`config.mk`:
```
export PLATFORM = sky130hd
export DESIGN_NAME = fifo_rd_stream
export DESIGN_NICKNAME = d
export VERILOG_FILES = /design/src/rtl/fifo_pkg.sv /design/src/rtl/fifo_rd_stats.sv /design/src/rtl/fifo_rd_stream.sv
export SDC_FILE = /design/constraint.sdc
export NUM_CORES = 1
export LEC_CHECK = 0
export CAP_MARGIN = 10
export CORE_MARGIN = 4
export CORE_UTILIZATION = 28
export CTS_CLUSTER_DIAMETER = 40
export DETAILED_ROUTE_END_ITERATION = 6
export GPL_TIMING_DRIVEN = 0
export PLACE_DENSITY = 0.61
export SLEW_MARGIN = 25
export SYNTH_ARGS = -nofsm -noshare
export SYNTH_HDL_FRONTEND = slang
export SYNTH_SLANG_ARGS = --single-unit
```
`constraint.sdc`:
```
create_clock -name rclk -period 2 [get_ports rclk]
set_input_delay 0.3 -clock rclk [delete_from_list [all_inputs] [get_ports rclk]]
set_output_delay 0.3 -clock rclk [all_outputs]
set_load 0.01 [all_outputs]
```
`src/rtl/fifo_pkg.sv`:
```
// Shared constants for the FIFO read-side stream adapter: default word width
// and the internal buffer occupancy encoding.
package fifo_pkg;

  localparam int unsigned FIFO_DATA_WIDTH = 8;

  // Occupancy of the two-word skid buffer; the encoding equals the word count.
  typedef enum logic [1:0] {
    S0 = 2'd0,
    S1 = 2'd1,
    S2 = 2'd2
  } occ_e;

endpackage

```
`src/rtl/fifo_rd_stats.sv`:
```
// Handshake counter for the read stream; wraps at 16 bits, cleared by reset.
module fifo_rd_stats (
  input  logic        rclk,
  input  logic        rrst,
  input  logic        hs,
  output logic [15:0] words_out
);

  logic [15:0] count_q;

  // Count accepted output words; natural 16-bit wrap.
  always_ff @(posedge rclk) begin
    if (rrst) begin
      count_q <= '0;
    end else if (hs) begin
      count_q <= count_q + 16'd1;
    end
  end

  assign words_out = count_q;

endmodule

```
`src/rtl/fifo_rd_stream.sv`:
```
// Read-side adapter turning a FIFO (empty/rdata/rinc) into a valid/ready stream
// through a two-word in-order buffer. rinc never looks at m_ready, so the pop
// path toward the pointer block stays short; the second slot absorbs the word
// fetched in the cycle a stall is first seen.
// Optional build macro: FIFO_RD_STREAM_STATS_EN adds the words_out handshake count.
module fifo_rd_stream
  import fifo_pkg::*;
#(
  parameter int unsigned DATA_WIDTH = FIFO_DATA_WIDTH
) (
  input  logic                  rclk,
  input  logic                  rrst,
  input  logic                  empty,
  input  logic [DATA_WIDTH-1:0] rdata,
  output logic                  rinc,
  output logic                  m_valid,
  input  logic                  m_ready,
  output logic [DATA_WIDTH-1:0] m_data,
  output logic [1:0]            occupancy
`ifdef FIFO_RD_STREAM_STATS_EN
  ,
  output logic [15:0]           words_out
`endif
);

  occ_e                  occ_q, occ_d;
  logic                  rd_ptr_q, wr_ptr_q;
  logic [DATA_WIDTH-1:0] mem_q [2];
  logic                  push, pop;

  assign rinc      = !empty && (occ_q != S2) && !rrst;
  assign push      = rinc;
  assign m_valid   = (occ_q != S0);
  assign pop       = m_valid && m_ready;
  assign m_data    = mem_q[rd_ptr_q];
  assign occupancy = occ_q;

  // Occupancy next state from push/pop events.
  always_comb begin
    occ_d = occ_q;
    unique case (occ_q)
      S0: if (push) occ_d = S1;
      S1: begin
        if (push && !pop) occ_d = S2;
        else if (pop && !push) occ_d = S0;
      end
      S2: if (pop) occ_d = S1;
      default: occ_d = S0;
    endcase
  end

  // Occupancy and ring pointers.
  always_ff @(posedge rclk) begin
    if (rrst) begin
      occ_q    <= S0;
      rd_ptr_q <= 1'b0;
      wr_ptr_q <= 1'b0;
    end else begin
      occ_q <= occ_d;
      if (push) wr_ptr_q <= ~wr_ptr_q;
      if (pop)  rd_ptr_q <= ~rd_ptr_q;
    end
  end

  // Buffer storage; cleared on reset so m_data is never X afterwards.
  always_ff @(posedge rclk) begin
    if (rrst) begin
      mem_q[0] <= '0;
      mem_q[1] <= '0;
    end else if (push) begin
      mem_q[wr_ptr_q] <= rdata;
    end
  end

`ifdef FIFO_RD_STREAM_STATS_EN
  fifo_rd_stats u_stats (
    .rclk      (rclk),
    .rrst      (rrst),
    .hs        (pop),
    .words_out (words_out)
  );
`endif

endmodule

```
# ---- Yosys cells after proc, flatten, opt, wreduce, memory -nomap -nowiden
# Memories as Yosys holds them, arrays and structs flattened. A register that Yosys moved wholly into a read port is not among the register bits.
# Index checks and enable logic that the tools add are counted.
dict set report totals {
  register_bits 4
  mem_bits_rw 16
  input_bits 12
  output_inout_bits 12
  elab_cells 40
  memories 1
}
# name depth word_bits rd rd_clocked_by_memory_dff write_ports line_no
set mem_list {}
lappend mem_list {mem_q 2 8 1 1 2 fifo_rd_stream.sv:28} ;# logic [DATA_WIDTH-1:0] mem_q [2];
dict set report op_classes {
  eq_ne 6
  muxes 15
  bitwise 2
  n_reduce_logical 13
}
# cell count
set ops {}
lappend ops {{1-bit 2-to-1 mux} 9}
lappend ops {{2-bit 2-to-1 mux} 4}
lappend ops {{8-bit 2-to-1 mux} 1}
lappend ops {{8-bit OR reduction} 1}
lappend ops {{2-bit != test (second input constant)} 3}
lappend ops {{2-bit one-hot mux with 3 select lines} 1}
lappend ops {{1-bit logical AND} 5}
lappend ops {{1-bit zero test} 4}
lappend ops {{3-bit != test (second input constant)} 1}
lappend ops {{3-bit AND reduction} 1}
lappend ops {{2-bit by 1-bit equality test with 1-bit output (second input constant)} 1}
lappend ops {{2-bit equality test (second input constant)} 1}
lappend ops {{2-bit zero test} 1}
lappend ops {{1-bit inverter} 2}
lappend ops {{2-bit nonzero test} 1}

# ---- Logic depth before layout (Yosys ltp)
dict set report logic_depth {
  ltp_word 8
  ltp_mapped 6
  ltp_nobuf 6
}

# ---- Least setup slack after synthesis
# Ideal clock, no wire load.
dict set report synth_timing {
  path_type {register to register}
  from {register occ_q[1], in the netlist occupancy[1]}
  to {register occ_q[1], in the netlist occupancy[1]}
  setup_ns 0.065
  arrival_time_ns 1.504
  required_time_ns 1.935
  setup_slack_ns 0.431
  path_stages_with_launch 7
  n_path_buf 0
  synth_period_minus_slack_ns 1.569
  cell_sequence {dfxtp_1 > nor2b_1 > nor3_1 > ha_1 > nor3b_1 > a2bb2oi_1 > nor2_1}
}
dict set report synth_between {
  elab_chain_len 7
  word_cells_on_any_way 18
  cone_classes {eq/ne (6); mux (2); reduce/logical (10)}
}
# element line_no
set synth_lines {}
lappend synth_lines {{start: declaration} fifo_rd_stream.sv:26} ;# occ_e occ_q, occ_d;
lappend synth_lines {{start signal: assignment} fifo_rd_stream.sv:55} ;# occ_q <= S0;
lappend synth_lines {{start signal: assignment} fifo_rd_stream.sv:59} ;# occ_q <= occ_d;
lappend synth_lines {{2-bit != test *} fifo_rd_stream.sv:31} ;# assign rinc = !empty && (occ_q != S2) && !rrst;
lappend synth_lines {{1-bit logical AND * (2 in a row)} fifo_rd_stream.sv:31}
lappend synth_lines {{named net rinc} fifo_rd_stream.sv:15} ;# output logic rinc,
lappend synth_lines {{1-bit zero test} fifo_rd_stream.sv:45} ;# else if (pop && !push) occ_d = S0;
lappend synth_lines {{1-bit logical AND} fifo_rd_stream.sv:45}
lappend synth_lines {{3-bit != test (no source line)} n/a}
lappend synth_lines {{3-bit AND reduction (no source line)} n/a}
# Mark *: on every way through the listed nets, which the timed path passes. The rest lies on a longest branch.
# A chain may end at the register's enable or synchronous reset.

==> metrics.csv <==
metric;value;unit
status;complete, no violations;
Ys Warns;0;
Clock transition at path regs;0.11;ns
Initial DRC Count;9;
clock latency on the worst-skew pair;0.30;ns
postcts setup bufs;0;
Max clock buf depth;2;
first-pass GRT wire length;3040;um
fill count;324;
max cap viols;0;
simple-gate portion of the synthesized area;20.1;%
sequential area share after synthesis;61.6;%
slew margin rel.;71.5;%
CP startpoint kind;flip-flop;
Synth cell types;19;
commonest non-fill, non-tap cell in the layout;clkdlybuf4s50_1;
Avg Cell Area, Syn;12.1;um2
initial core utilization;30.1;%
vias in the first global route;655;
initial antenna violation count;0;
core area;3130;um2
Min-Delay Path Class;reg -> reg;
Post-Route WL;1800;um
crit end category;primary output;
# port buffers;23;
average wire per standard cell;12.2;um
DIE AREA;4360;um2
Post-DRT Antenna Nets;0;
share of post-route cells with drive strength above 1;19.2;%
Clock Root Buffer;clkbuf_4;
RSZ-0062 raised after global routing;false;
Worst-Margin Slew;0.426;ns
Final Critical Period;1.91;ns
largest net degree at the start of global routing;13;
maximum VDD drop;318;uV
Area growth, synth to finish;34.0;%
Die W;66.0;um
cts repair resizes;5;
Mapped Cells;78;
post-synthesis mux area share;9.56;%
Final Wtd Congestion;0.680;
DR pass1 iterations;4;
post-synthesis compound-gate area fraction;4.52;%
crit path max fanout;8;
Hold Slack;0.523;ns
Post-Place Cells;145;
DP HPWL;1240;um
H-tree Lvls;1;
pwr dens;702;nW/um2
CTS tree;done;
post-synthesis xor/xnor area fraction;0.930;%
CP arrival;1.61;ns
I/O pin cnt;24;
Sink Count;21;
Clock Skew;0.00971;ns
hold buffer count at CTS;0;
vias per cell;4.26;
gr ovfl total;0;
chip height;66.0;um
synthesized net count;91;
total negative slack;0;ns
total power;886;uW
drt drc;0;
final setup fails;0;
Post-Layout Cell Count;148;
period utilization;95.4;%
ant diodes;0;
commonest non-fill, non-tap cells in the layout;22 x clkdlybuf4s50_1, 20 x nor2_1, 16 x edfxtp_1;
critical path type;reg -> out;
Worst Path Required;1.70;ns
max-slew violations;0;
Final Hold Vio Count;0;
CTS Buf Count;3;
Rows;20;
largest family of logic cells by synthesized area;simple AND/OR/NAND/NOR gates;
P_leak;0.000462;uW
Final #Nets;118;
Yosys reg bits;21;
Adder-Cell Fraction of Synth Area;1.33;%
maximum achievable frequency;524;MHz
synthesized cell area;942;um2
Global Route Usage Sum;9.21;%
DR vias;631;
## stage by stage
step	cell area [um2]	setup slack, ns	utilization [%]
floorplan	942	0.431	-
global placement	1230	-0.296	39.2
detailed placement	1230	-0.307	39.2
CTS	1260	0.0615	40.3
global route	1260	0.00727	40.4
finish	1260	0.0929	40.4
## registers in the layout (all words and copies together), names as in the netlist, named ones only
name	count
wr_ptr_q	1
mem_q	16
occupancy	2
rd_ptr_q	1
## cells in the mapped netlist
cell / instances / share of area (%)
or3_1: 1 / 0.66
clkbuf_1: 2 / 0.80
nor3b_1: 1 / 0.80
nor3_1: 1 / 0.53
buf_6: 1 / 1.2
nand2b_1: 12 / 8.0
nor2b_1: 1 / 0.66
a211oi_1: 2 / 1.6
edfxtp_1: 16 / 51
xor2_1: 1 / 0.93
o21ai_0: 2 / 1.1
nand3b_1: 1 / 0.80
a21oi_2: 1 / 0.93
dfxtp_1: 5 / 11
mux2_2: 8 / 9.6
nor2_1: 20 / 8.0
or2_2: 1 / 0.66
a2bb2oi_1: 1 / 0.93
ha_1: 1 / 1.3
## cell families after synthesis
kind of cell,count (synthesis)
and+or+nand+nor,38
buffers and inverters,3
xor gates and xnor gates,1
muxes,8
AOI/OAI and AO/OA,6
adders and majority gates,1
DFF,21
## where the power goes
group | total, uW | leakage (uW) | switching, uW | internal [uW]
clock | 202 | 0.0000177 | 127 | 74.6
sequential | 518 | 0.000214 | 15.8 | 502
combinational | 166 | 0.000231 | 68.8 | 97.4
total | 886 | 0.000462 | 212 | 674
## layout make-up
type	count	area, um2	share of cell area (%)
clock inverters	1	5.00	0.396
multi-input cells	54	348	27.6
repair buffers	23	229	18.1
flip-flops and latches	21	584	46.3
clock buffers	3	22.5	1.78
plain buffers	2	18.8	1.49
well taps	44	55.1	4.36
## critical path: stages (launching register included)
cell             delay, ns
dfxtp_2               0.46
mux2_2                0.37
clkdlybuf4s50_1       0.48
## final timing paths
check,to,from,slack (ns),depth (start not counted)
worst max register to register,mem_q[1][2],occupancy[0],0.32,3
worst max-delay path,m_data[2],flip-flop,0.09,2
worst min-delay path,rd_ptr_q,rd_ptr_q,0.52,2
worst min register to register,rd_ptr_q,rd_ptr_q,0.52,2
## layer usage
| layer | up-vias | wire length (um) | GRT usage (%) |
|---|---|---|---|
| met3 | 0 | 155 | 5.10 |
| li1 | 324 | - | - |
| met2 | 21 | 811 | 14.5 |
| met4 | 0 | 0 | 1.52 |
| met5 | - | 0 | 0 |
| met1 | 286 | 835 | 11.2 |
(Power assumes the default switching activity.)
